File: src/rtl/instr_encoder_pkg.sv
// instr_encoder_pkg: opcode, funct and request-kind definitions shared by the instruction encoder
package instr_encoder_pkg;

    localparam int INSTR_W = 32;

    typedef enum logic [2:0] {
        K_ADD = 3'd0,
        K_SUB = 3'd1,
        K_AND = 3'd2,
        K_OR  = 3'd3,
        K_LD  = 3'd4,
        K_SD  = 3'd5,
        K_BEQ = 3'd6,
        K_RSV = 3'd7
    } req_kind_e;

    localparam logic [6:0] OP_R   = 7'b0110011;
    localparam logic [6:0] OP_LD  = 7'b0000011;
    localparam logic [6:0] OP_SD  = 7'b0100011;
    localparam logic [6:0] OP_BEQ = 7'b1100011;

    localparam logic [2:0] F3_ADD = 3'b000;
    localparam logic [2:0] F3_AND = 3'b111;
    localparam logic [2:0] F3_OR  = 3'b110;
    localparam logic [2:0] F3_D   = 3'b011;
    localparam logic [2:0] F3_BEQ = 3'b000;

    localparam logic [6:0] F7_BASE = 7'b0000000;
    localparam logic [6:0] F7_SUB  = 7'b0100000;

endpackage

File: src/rtl/instr_fifo2.sv
// instr_fifo2: 2-entry instruction word buffer with a registered not-full ready
module instr_fifo2
    import instr_encoder_pkg::*;
(
    input  logic               clk,
    input  logic               rst_n,
    input  logic               in_valid,
    output logic               in_ready,
    input  logic [INSTR_W-1:0] in_data,
    output logic               out_valid,
    input  logic               out_ready,
    output logic [INSTR_W-1:0] out_data
);

    logic [INSTR_W-1:0] mem [2];
    logic               wr_ptr;
    logic               rd_ptr;
    logic [1:0]         count;
    logic [1:0]         next_count;
    logic               push;
    logic               pop;

    assign push       = in_valid && in_ready;
    assign pop        = out_valid && out_ready;
    assign out_valid  = count != 2'd0;
    assign out_data   = mem[rd_ptr];
    assign next_count = count + 2'(push) - 2'(pop);

    // Storage, pointers and occupancy; ready is registered from next occupancy so it never depends on out_ready
    always_ff @(posedge clk) begin
        if (!rst_n) begin
            mem[0]   <= '0;
            mem[1]   <= '0;
            wr_ptr   <= 1'b0;
            rd_ptr   <= 1'b0;
            count    <= 2'd0;
            in_ready <= 1'b1;
        end else begin
            if (push)
                mem[wr_ptr] <= in_data;
            wr_ptr   <= wr_ptr ^ push;
            rd_ptr   <= rd_ptr ^ pop;
            count    <= next_count;
            in_ready <= next_count != 2'd2;
        end
    end

endmodule

File: src/rtl/instr_encoder.sv
// instr_encoder: assembles RV64 instruction words from symbolic requests; INSTR_ENCODER_CHECK_EN enables illegal-request checking
module instr_encoder
    import instr_encoder_pkg::*;
#(
    parameter int                 ADDR_W    = 32,
    parameter logic [ADDR_W-1:0]  BASE_ADDR = '0
) (
    input  logic              clk,
    input  logic              rst_n,
    input  logic              req_valid,
    output logic              req_ready,
    input  logic [2:0]        req_kind,
    input  logic [4:0]        req_rd,
    input  logic [4:0]        req_rs1,
    input  logic [4:0]        req_rs2,
    input  logic [12:0]       req_imm,
    output logic              out_valid,
    input  logic              out_ready,
    output logic [31:0]       out_instr,
    output logic [ADDR_W-1:0] out_addr,
    input  logic              base_load,
    input  logic [ADDR_W-1:0] base_addr,
    output logic              err
);

    req_kind_e          kind;
    logic [INSTR_W-1:0] word;
    logic               legal;

    assign kind = req_kind_e'(req_kind);

    // Assemble the instruction word for the current request, fields in standard RV positions
    always_comb begin
        word = '0;
        case (kind)
            K_ADD:   word = {F7_BASE, req_rs2, req_rs1, F3_ADD, req_rd, OP_R};
            K_SUB:   word = {F7_SUB, req_rs2, req_rs1, F3_ADD, req_rd, OP_R};
            K_AND:   word = {F7_BASE, req_rs2, req_rs1, F3_AND, req_rd, OP_R};
            K_OR:    word = {F7_BASE, req_rs2, req_rs1, F3_OR, req_rd, OP_R};
            K_LD:    word = {req_imm[11:0], req_rs1, F3_D, req_rd, OP_LD};
            K_SD:    word = {req_imm[11:5], req_rs2, req_rs1, F3_D, req_imm[4:0], OP_SD};
            K_BEQ:   word = {req_imm[12], req_imm[10:5], req_rs2, req_rs1, F3_BEQ,
                             req_imm[4:1], req_imm[11], OP_BEQ};
            default: word = '0;
        endcase
    end

`ifdef INSTR_ENCODER_CHECK_EN
    assign legal = (kind != K_RSV)
                && !((kind == K_LD || kind == K_SD) && (req_imm[12] != req_imm[11]))
                && !(kind == K_BEQ && req_imm[0]);

    // Sticky flag: an accepted illegal request is swallowed and remembered until reset
    always_ff @(posedge clk) begin
        if (!rst_n)
            err <= 1'b0;
        else if (req_valid && req_ready && !legal)
            err <= 1'b1;
    end
`else
    logic unused_imm;

    assign legal      = 1'b1;
    assign err        = 1'b0;
    assign unused_imm = req_imm[0];
`endif

    instr_fifo2 u_fifo (
        .clk       (clk),
        .rst_n     (rst_n),
        .in_valid  (req_valid && legal),
        .in_ready  (req_ready),
        .in_data   (word),
        .out_valid (out_valid),
        .out_ready (out_ready),
        .out_data  (out_instr)
    );

    // Address counter: reload wins over the post-handshake increment
    always_ff @(posedge clk) begin
        if (!rst_n)
            out_addr <= BASE_ADDR;
        else if (base_load)
            out_addr <= base_addr;
        else if (out_valid && out_ready)
            out_addr <= out_addr + ADDR_W'(4);
    end

endmodule

File: config.mk
export PLATFORM = sky130hd
export DESIGN_NAME = instr_encoder
export DESIGN_NICKNAME = d
export VERILOG_FILES = /design/src/rtl/instr_encoder_pkg.sv /design/src/rtl/instr_fifo2.sv /design/src/rtl/instr_encoder.sv
export SDC_FILE = /design/constraint.sdc
export NUM_CORES = 1
export LEC_CHECK = 0
export BUFFER_PORTS_ARGS = -buffer_cell sky130_fd_sc_hd__buf_2
export CAP_MARGIN = 5
export CORE_ASPECT_RATIO = 0.75
export CORE_MARGIN = 8
export CORE_UTILIZATION = 40
export DETAILED_ROUTE_END_ITERATION = 12
export SETUP_SLACK_MARGIN = 0.05
export SYNTH_ARGS = -nofsm -noshare
export SYNTH_HDL_FRONTEND = slang
export SYNTH_HIERARCHICAL = 1
export SYNTH_SLANG_ARGS = --single-unit
File: constraint.sdc
create_clock -name clk -period 7.8 [get_ports clk]
set_input_delay 0.78 -clock clk [delete_from_list [all_inputs] [get_ports clk]]
set_output_delay 0.78 -clock clk [all_outputs]
set_load 0.02 [all_outputs]
* Yosys cells after proc, flatten, opt, wreduce, memory -nomap -nowiden
Memories as Yosys holds them, arrays and structs flattened. A register that Yosys moved wholly into a read port is not among the register bits.
Index checks and enable logic that the tools add are counted.
** Cells by class
- Add/sub/neg operators :: 3
- Equal/unequal tests :: 7
- Reductions and logical operators :: 6
- Multiplexer cells :: 11
- Bitwise logic cells :: 2
** Operators by type and width (number)
- $pmux 32 s7 :: 1
- $mux 32 :: 3
- $add 32x3->32 const B :: 1
- $reduce_or 32->1 :: 1
- $eq 3x3->1 const B :: 3
- $mux 1 :: 7
- $eq 3x2->1 const B :: 2
- $reduce_bool 2->1 :: 2
- $eq 3x1->1 const B :: 1
- $logic_not 3->1 :: 1
- $add 2x1->2 :: 1
- $logic_and 1x1->1 :: 2
- $ne 2x2->1 const B :: 1
- $sub 2x1->2 :: 1
- $xor 1x1->1 :: 2
** Storage, ports and cells
- Output and inout port bits :: 67
- Memories kept :: 1
- Register bits :: 37
- Bits of input ports :: 68
- Word-level logic and storage cells :: 35
- RAM bits :: 64
** Memories
- u_fifo.mem :: words 2, width 32, read ports 1, clocked after memory_dff 1, wr ports 2, RTL line instr_fifo2.sv:15 : logic [INSTR_W-1:0] mem [2];

* Longest topological paths before layout
- Word-level depth :: 6
- Depth in mapped cells :: 6
- Gate-level depth less buffers :: 6

* Modules after synthesis
Netlist, hierarchy kept.
** By module, submodules not included
- instr_fifo2 :: cells each 203, area an instance 3078.0 um^2, seq. area each 2042.0 um^2, times used 1
- instr_encoder :: cells each 295, area an instance 2224.6 um^2, seq. area each 640.6 um^2, times used 1

* Least setup slack after synthesis
No wires, ideal clock.
- Path type :: input to register
- Start :: input req_valid
- End :: memory u_fifo.mem[1][0] (enable)
- Buffers on the path :: 0
- Stages on the path :: 2
- Data required time :: 7334 ps
- Arrival time :: 3220 ps
- Setup time :: 466 ps
- Setup slack :: 4114 ps
- Cells stage by stage :: nand2_2 o21ai_0
** RTL lines
- start: declaration :: RTL line instr_encoder.sv:10 : input logic req_valid,
- end: declaration :: RTL line instr_fifo2.sv:15

==> flow_metrics.env <==
export IMPL_outcome="complete, no violations"
export IMPL_coreArea_mm2=0.0130
export IMPL_setup_viol=0
export IMPL_hp_class="reg2reg"
export IMPL_die_x_um=149
export IMPL_drtPass1Iterations=5
export IMPL_crit_path_max_fanout=48
export IMPL_dp_hpwl_mm=9.64
export IMPL_antenna_found_initial=0
export IMPL_ctsLongestPathBuffers=2
export IMPL_fillerInstances=1240
export IMPL_die_area_mm2=0.0172
export IMPL_grt_max_degree=49
export IMPL_place_congestion=0.892
export IMPL_stdcell_count=791
export IMPL_drc_errors=0
export IMPL_path_class="in2reg"
export IMPL_synth_seq_area_share_pct=50.6
export IMPL_cts_root_buf="clkbuf_16"
export IMPL_ff2ff_path_depth=5
export IMPL_synth_cell_type_count=60
export IMPL_rows=36
export IMPL_numClockSinks=102
export IMPL_cts_setup_buffers=0
export IMPL_dpl_cell_count=775
export IMPL_hold_viol=0
export IMPL_worstSetupEndpointType="register"
export IMPL_synth_enable_flop_cells=64
export IMPL_grt_pass1_wl_mm=22.3
export IMPL_postRouteAntennaNets=0
export IMPL_slowest_delay_ps=890
export IMPL_power_leakage_nw=2.62
export IMPL_fin_tns_setup_ps=0
export IMPL_grt_pass1_vias=4390
export IMPL_ioPinCount=135
export IMPL_min_path_cells=2
export IMPL_async_flop_share_pct=0
export IMPL_grt_ovfl_total=0
export IMPL_synth_area_mm2=0.00530
export IMPL_htreeDepth=3
export IMPL_cts_resized=0
export IMPL_power_total_mw=1.56
export IMPL_wl_per_cell_um=17.4
export IMPL_ys_warn_count=6
export IMPL_drive_gt1_share_pct=30.5
export IMPL_track_usage_pct=16.2
export IMPL_clock_latency_ps=340
export IMPL_dp_slack_ps=4770
export IMPL_numCtsBuffers=9
export IMPL_worstPathRequired_ps=8000
export IMPL_synth_seq_cells=102
export IMPL_port_buffers=133
export IMPL_syn_to_final_growth_pct=19.5
export IMPL_syn_inst=498
export IMPL_cts_hold_buf=0
export IMPL_num_vias=4282
export IMPL_post_drt_via_cell_ratio=5.41
export IMPL_die_height_um=116
export IMPL_peakVddDrop_v=0.000144
export IMPL_power_density_mw_per_mm2=246
export IMPL_clock_skew_ps=4.47
export IMPL_final_nets=685
export IMPL_crit_slowest_cell="nor2_2"
export IMPL_syn_avg_cell_area_um2=10.6
export IMPL_setup_slack_ps=5170
export IMPL_drt_wl_total_mm=13.7
export IMPL_cp_start_kind="input pin"
export IMPL_clk_pin_slew_ps=70
export IMPL_n_antenna_cell=0
export IMPL_slew_violations=0
export IMPL_drt_iter0_markers=279
export IMPL_crit_chain="buf_2, nand2_1, nor2_2, and2_1"
export IMPL_tightest_slew_ps=1140
export IMPL_start_util_pct=40.9
export IMPL_critPathArrivalTime_ps=2830
export IMPL_fin_crit_sh_pct=33.7
export IMPL_max_cap_violations=0
export IMPL_cts_tree="done"
export IMPL_rsz0062_at_grt="false"
export IMPL_fmax_mhz=381
export IMPL_synthFlopType="edfxtp_1"
export IMPL_post_route_min_period_ps=2630
export IMPL_slew_headroom_pct=23.4
export IMPL_finalCoreUtilization_pct=48.9
-- critical path: cells and delay by family --
family	cells	cell delay, ps
simple gates	3	1390
buf+inv	1	640
-- kinds of logic (layout without fill, tap and decap cells) --
group | count (synthesis) | after routing | share of synthesized area [%]
muxes | 35 | 35 | 7.36
adders and majority gates | 2 | 2 | 0.472
other | 1 | 5 | 0.0707
AOI/OAI and AO/OA | 92 | 92 | 11.4
buffers and inverters | 39 | 157 | 3.68
xor gates and xnor gates | 16 | 16 | 2.64
and+or+nand+nor | 211 | 211 | 23.8
DFF | 102 | 102 | 50.6
-- area by class of cell --
class	instances	area [µm²]	area share, %
clock buffer	9	225	3.55
clock inverter	7	55.1	0.869
inverter	7	26.3	0.415
multi-input combinational	361	2460	38.8
sequential	102	2680	42.3
tap	171	214	3.38
timing repair buffer	134	673	10.6
-- through the flow --
step,hold slack [ps],instance area (µm²)
6_report,537,6340
3_3_place_gp,504,6060
4_1_cts,532,6340
5_1_grt,564,6340
2_1_floorplan,552,5320
3_5_place_dp,522,6060
-- state kept, by name, indices dropped and copies added, names as in the netlist, named ones only --
signal           flops
u_fifo/in_ready      1
u_fifo/wr_ptr        1
u_fifo/count         2
u_fifo/rd_ptr        1
out_addr            32
u_fifo/mem          64
-- placed cells by master, fill, tap and decap left out, drive strengths merged, types with 4 or more instances in the layout --
master  count
buf       134
and2       76
edfxtp     64
dfxtp      38
o21ai      35
nand2      32
mux2       32
nand3      14
nand4      14
nor2       12
xnor2      11
inv        11
and3        9
or4         9
o31ai       9
a31oi       9
clkbuf      9
a21oi       8
nor3        8
and4        8
a22oi       6
o211a       6
nand2b      5
nor4        5
xor2        5
conb        5
a22o        4
or3         4
nor2b       4
a311oi      4
-- cells in the mapped netlist (5+ instances only) --
| cell | number | share of area (%) |
|---|---|---|
| edfxtp_1 | 64 | 36 |
| nand2_1 | 31 | 2.2 |
| a21oi_1 | 8 | 0.76 |
| o31ai_1 | 9 | 1.3 |
| clkbuf_1 | 16 | 1.1 |
| inv_1 | 7 | 0.50 |
| o21ai_0 | 34 | 3.2 |
| nand4_1 | 13 | 1.5 |
| nor2_1 | 11 | 0.78 |
| and2_1 | 76 | 9.0 |
| o211a_1 | 6 | 1.1 |
| buf_4 | 5 | 0.71 |
| nor3_1 | 8 | 0.76 |
| and3_1 | 9 | 1.1 |
| nor4_1 | 5 | 0.59 |
| or4_1 | 9 | 1.3 |
| and4_1 | 8 | 1.3 |
| xor2_1 | 5 | 0.83 |
| xnor2_1 | 11 | 1.8 |
| mux2_2 | 30 | 6.4 |
| nand3_1 | 13 | 1.2 |
| a22oi_1 | 6 | 0.85 |
| a31oi_1 | 9 | 1.1 |
| nand2b_1 | 5 | 0.59 |
| dfxtp_1 | 38 | 14 |
-- report_power, final --
part / internal [mW] / switching [mW] / total (mW)
registers: 0.651 / 0.0389 / 0.690
clock network: 0.221 / 0.208 / 0.428
logic: 0.177 / 0.266 / 0.444
total: 1.05 / 0.513 / 1.56
-- metal layers --
layer  track usage (%)  wire length (µm)  vias up
met5                 0                 0        -
met4              5.57               276        0
met3              5.15               894       23
met2              25.7              6360      122
met1              20.4              6220     2061
li1                  -                 -     2076
-- worst paths after layout --
kind                                      start  slack [ps]                end
worst min-delay path               out_addr[24]         540       out_addr[24]
worst max-delay path                      rst_n        5170  u_fifo/mem[1][29]
worst max register to register  u_fifo/count[1]        5560       out_addr[21]
worst min register to register     out_addr[24]         540       out_addr[24]
Note: power is estimated with default switching activity, not from simulation.
